File: config.mk
export PLATFORM = sky130hd
export DESIGN_NAME = load_store_unit
export DESIGN_NICKNAME = d
export VERILOG_FILES = /design/src/rtl/load_store_unit.sv
export SDC_FILE = /design/constraint.sdc
export NUM_CORES = 1
export LEC_CHECK = 0
export ABC_AREA = 1
export BUFFER_PORTS_ARGS = -buffer_cell sky130_fd_sc_hd__buf_2
export CAP_MARGIN = 0
export CORE_MARGIN = 5
export CORE_UTILIZATION = 52
export DETAILED_ROUTE_END_ITERATION = 16
export PLACE_DENSITY = 0.89
export SYNTH_ARGS = -nofsm -noshare
export SYNTH_HDL_FRONTEND = slang
export SYNTH_SLANG_ARGS = --single-unit
File: constraint.sdc
create_clock -name clk -period 1.89 [get_ports clk]
set_clock_uncertainty 0.05 [all_clocks]
set_input_delay 0.378 -clock clk [delete_from_list [all_inputs] [get_ports clk]]
set_output_delay 0.378 -clock clk [all_outputs]
set_load 0.005 [all_outputs]
File: src/rtl/load_store_unit.sv
// Memory-stage load/store unit: aligned accesses pass straight through,
// misaligned ones are split into big-endian byte transfers.
module load_store_unit #(
  parameter int ADDR_W = 6
) (
  input  logic              clk,
  input  logic              rst,
  input  logic              req_valid,
  output logic              req_ready,
  input  logic              req_is_store,
  input  logic [2:0]        req_funct3,
  input  logic [ADDR_W-1:0] req_addr,
  input  logic [31:0]       req_wdata,
  input  logic [4:0]        req_rd,
  output logic              mem_read,
  output logic              mem_write,
  output logic [2:0]        mem_choose,
  output logic [ADDR_W-1:0] mem_addr,
  output logic [31:0]       mem_wdata,
  input  logic [31:0]       mem_rdata,
  output logic              wb_valid,
  input  logic              wb_ready,
  output logic [31:0]       wb_data,
  output logic [4:0]        wb_rd,
  output logic              err
);

  typedef enum logic [1:0] {
    IDLE,
    XFER,
    DONE
  } state_t;

  state_t            state;
  logic              st_q;
  logic              mis_q;
  logic [2:0]        f3_q;
  logic [ADDR_W-1:0] addr_q;
  logic [31:0]       wdata_q;
  logic [4:0]        rd_q;
  logic [1:0]        idx_q;
  logic [31:0]       acc_q;

  logic        legal;
  logic        mis_in;
  logic        xfer;
  logic [1:0]  last;
  logic [4:0]  sh;
  logic [31:0] wsh;
  logic [31:0] acc_nx;
  logic [31:0] ld_res;

  always_comb begin
    legal = 1'b0;
    unique case (req_funct3)
      3'b000, 3'b001, 3'b010: legal = 1'b1;
      3'b100, 3'b101:         legal = ~req_is_store;
      default:                legal = 1'b0;
    endcase
  end

  assign mis_in =
    (req_funct3[1:0] == 2'b01 && req_addr[0]) ||
    (req_funct3[1:0] == 2'b10 && req_addr[1:0] != 2'b00);

  assign last = mis_q ? (f3_q[1] ? 2'd3 : 2'd1) : 2'd0;

  // byte idx of an n-byte store, most significant first
  assign sh  = f3_q[1] ? {~idx_q, 3'b000}
                       : {1'b0, ~idx_q[0], 3'b000};
  assign wsh = wdata_q >> sh;

  assign acc_nx = mis_q ? {acc_q[23:0], mem_rdata[7:0]}
                        : mem_rdata;

  always_comb begin
    ld_res = acc_nx;
    if (mis_q && !f3_q[1]) begin
      if (f3_q[2]) ld_res = {16'h0, acc_nx[15:0]};
      else         ld_res = {{16{acc_nx[15]}}, acc_nx[15:0]};
    end
  end

  assign xfer       = (state == XFER);
  assign req_ready  = rst && (state == IDLE);
  assign mem_read   = xfer && !st_q;
  assign mem_write  = xfer && st_q;
  assign mem_choose = !xfer ? 3'b000
                    : mis_q ? {~st_q, 2'b00} : f3_q;
  assign mem_addr   = xfer ? addr_q + ADDR_W'(idx_q) : '0;
  assign mem_wdata  = !(xfer && st_q) ? 32'h0
                    : mis_q ? {24'h0, wsh[7:0]} : wdata_q;
  assign wb_valid   = (state == DONE);

  always_ff @(posedge clk or negedge rst) begin
    if (!rst) begin
      state   <= IDLE;
      st_q    <= 1'b0;
      mis_q   <= 1'b0;
      f3_q    <= 3'b000;
      addr_q  <= '0;
      wdata_q <= 32'h0;
      rd_q    <= 5'h0;
      idx_q   <= 2'd0;
      acc_q   <= 32'h0;
      wb_data <= 32'h0;
      wb_rd   <= 5'h0;
      err     <= 1'b0;
    end else begin
      err <= 1'b0;
      unique case (state)
        IDLE: begin
          if (req_valid) begin
            st_q    <= req_is_store;
            mis_q   <= mis_in;
            f3_q    <= req_funct3;
            addr_q  <= req_addr;
            wdata_q <= req_wdata;
            rd_q    <= req_rd;
            idx_q   <= 2'd0;
            acc_q   <= 32'h0;
            if (legal) state <= XFER;
            else       err   <= 1'b1;
          end
        end
        XFER: begin
          if (!st_q) acc_q <= acc_nx;
          if (idx_q == last) begin
            if (st_q) begin
              state <= IDLE;
            end else begin
              state   <= DONE;
              wb_data <= ld_res;
              wb_rd   <= rd_q;
            end
          end else begin
            idx_q <= idx_q + 2'd1;
          end
        end
        DONE: begin
          if (wb_ready) state <= IDLE;
        end
        default: state <= IDLE;
      endcase
    end
  end

endmodule

==> flow_summary.json <==
{
  "reg2reg_to": "wb_rd[1]",
  "reg2reg_from": "idx_q[0]",
  "grt_use_met3_pct": 7.37,
  "globalplace.congestion": 0.953,
  "place_hpwl_mm": 11.0,
  "antenna_found_initial": 0,
  "timing_worst_setup_path_type": "flip-flop to primary output",
  "final_cell_count_no_fill": 1093,
  "syn-instance-count": 731,
  "grt_max_degree": 115,
  "hold_start": "req_wdata[16]",
  "track_usage_pct": 28.1,
  "utilization_pct": 78.4,
  "grt_use_met1_pct": 35.5,
  "multi_input_area_um2": 2620,
  "clockBufferDepth": 2,
  "tightestPinTransition_ps": 636,
  "drt_wl_total_mm": 21.1,
  "clkLatencyLatePin_ps": 530,
  "use_met2_pct": 45.3,
  "hold_ws_ps": 2.13,
  "synth.most_common_cell": "nand2_1",
  "syn-cell-area_um2": 5570,
  "post_drt_wl_per_cell_um": 19.3,
  "synthArstFlopShare_pct": 100,
  "seqPwrFrac_pct": 29.1,
  "critical_path_arrival_ps": 2000,
  "numCtsBuffers": 17,
  "hold_path_depth": 3,
  "synth_flop_cell": "dfrtp_1",
  "busiest_layer": "met2",
  "path_buf_inv": 5,
  "fmax_mhz": 412,
  "die_h_um": 113,
  "synth-edff-count": 0,
  "std_cell_rows": 37,
  "r2r_slack_ps": 50,
  "cp_max_fo": 8,
  "dp.cells": 1011,
  "period_share_pct": 128,
  "ys_ff_latch": 114,
  "yosysUniqueCellTypes": 26,
  "cpMaxStageDelayCell": "dfrtp_2",
  "grt_setup_unrepaired": "true",
  "status": "finished with violations",
  "max-slew-margin-rel_pct": 57.6,
  "crit_required_ps": 1460,
  "grt_pass1_wl_mm": 28.7,
  "via_per_inst": 5.86,
  "yosysTopAreaCellShare_pct": 51.2,
  "power.density_nw_per_um2": 1850,
  "dr.pass1.iters": 6,
  "yosys.area.top_type": "dfrtp_1",
  "syn_to_final_growth_pct": 46.0,
  "holdCritPathClass": "input pin to flip-flop",
  "numClockSinks": 114,
  "start_kind": "flip-flop",
  "p_switching_uw": 6550,
  "violations": "negative setup slack",
  "cpPeakStageDelay_ps": 420,
  "final.min_clock_period_ps": 2430,
  "drive_gt1_share_pct": 34.8,
  "reg2reg_depth": 12,
  "initialDrtViolationCount": 779,
  "core_area_um2": 10400,
  "htreeDepth": 4,
  "ant_nets": 0,
  "p_int_uw": 8470,
  "die_area_um2": 12900,
  "antenna_cells": 0,
  "initial_core_util_pct": 53.7,
  "yosysWarnings": 0,
  "place_area_um2": 6560,
  "worst_setup_path_end_kind": "primary output",
  "io_buffers": 165,
  "clk_pin_slew_worst_paths_ps": 60,
  "maxCapViolCount": 0,
  "grt_overflow": 0,
  "final_area_um2": 8130,
  "swShare_pct": 43.6,
  "hold_viol_final": 0,
  "path_delay_family": "buffers and inverters",
  "min_to": "wdata_q[16]",
  "syn_avg_cell_area_um2": 7.62,
  "root_buffer": "clkbuf_8",
  "cts_tree": "done",
  "yosysSeqAreaShare_pct": 51.2,
  "ir_worst_vdd_mv": 1.16,
  "critical_path.cell_chain": "buf_6 -> buf_12 -> clkinv_8 -> o211ai_1 -> nand3_1 -> nand2_1 -> inv_1 -> buf_2",
  "route.detailed.drc": 0,
  "report.final.setup_viol": 44,
  "regArea_um2": 2860,
  "fill_cells": 652,
  "setup_ws_ps": -538,
  "nets": 1030,
  "synth.area.top_cells": "dfrtp_1, nand2_1, nand3_1",
  "chipWidth_um": 113,
  "yosys-top-cells-count": "nand2_1, dfrtp_1, nand3_1",
  "vias": 6410,
  "crit_cells": 8,
  "combPwrFrac_pct": 48.6,
  "drv_slew": 0,
  "syn_nets": 817,
  "first_global_vias": 5713,
  "clockPowerShare_pct": 22.3,
  "p_leak_uw": 0.00436,
  "pin_count": 166
}
timing repair:
item                       CTS  global route
resized for setup           81            58
cloned                       3             3
buffers inserted            15            26
setup endpoints to repair   43            64
hold buffers                 4             4
pin swaps                   20            45
hold endpoints to repair   117             4
worst min-delay path, stage by stage:
cell and delay (ps):
buf_2 80, nand2_1 40, nand2_1 40
kinds of logic (layout without fill, tap and decap cells):
kind of cell	count (synthesis)	after routing	share of synthesized area (%)
flip-flops	114	114	51.2
AO/OA/AOI/OAI	89	89	8.79
AND/OR/NAND/NOR	425	428	30.8
adder cells (fa/ha/maj)	3	3	0.809
buffers and inverters	98	321	8.07
XOR/XNOR	2	2	0.315
cell type report:
type / count / area share (%)
clock inverters: 15 / 2.37
repair inverters: 1 / 0.108
well taps: 136 / 2.09
repair buffers: 233 / 19.9
inverters: 55 / 2.99
flip-flops and latches: 114 / 35.2
clock buffers: 17 / 5.10
multi-input cells: 522 / 32.3
cells in the final DEF, fill, tap and decap left out, types with 10 or more instances in the layout:
cell	n
clkbuf_16	18
buf_6	14
nand3_1	74
nand2_4	10
dfrtp_1	108
nor2_4	18
inv_1	42
o21ai_0	61
inv_6	10
buf_12	11
o211ai_1	16
buf_4	34
nor2_1	10
buf_2	161
nor2_2	11
nand2_1	289
registers in the layout, indices dropped and copies added (netlist names):
signal	cells
wb_data	32
wdata_q	32
acc_q	24
addr_q	6
rd_q	5
wb_rd	5
f3_q	3
idx_q	2
state	2
err	1
mis_q	1
st_q	1
stage by stage:
stage	setup slack (ps)	setup TNS, ps	power, uW
floorplan	148	0	7530
global placement	84.3	0	9180
detailed placement	22.3	0	9350
CTS	-436	-8240	13500
global route	-525	-14400	15800
finish	-538	-11930	15000
metal layers:
layer | part of all wire (%) | vias up
li1 | - | 2757
met1 | 36 | 2985
met2 | 46 | 502
met3 | 10 | 166
met4 | 7.4 | 0
met5 | 0 | -
worst max path at each step:
stage                     startpoint      endpoint  slack (ps)
after global routing        idx_q[0]  mem_wdata[3]        -520
after floorplan             idx_q[0]   mem_addr[4]         150
final                       idx_q[0]  mem_wdata[3]        -540
after global placement     addr_q[0]   mem_addr[4]          80
after detailed placement   addr_q[0]   mem_addr[4]          20
after CTS                   idx_q[0]   mem_addr[1]        -440
power groups by stage:
stage | Clock [uW] | Combinational (uW) | Sequential (uW)
final | 3350 | 7290 | 4380
after global routing | 3470 | 7860 | 4480
after CTS | 3330 | 5870 | 4320
after detailed placement | 0 | 5120 | 4230
after global placement | 0 | 4980 | 4190
after floorplan | 0 | 3370 | 4160
No activity file was read; power rests on OpenSTA's default activity.
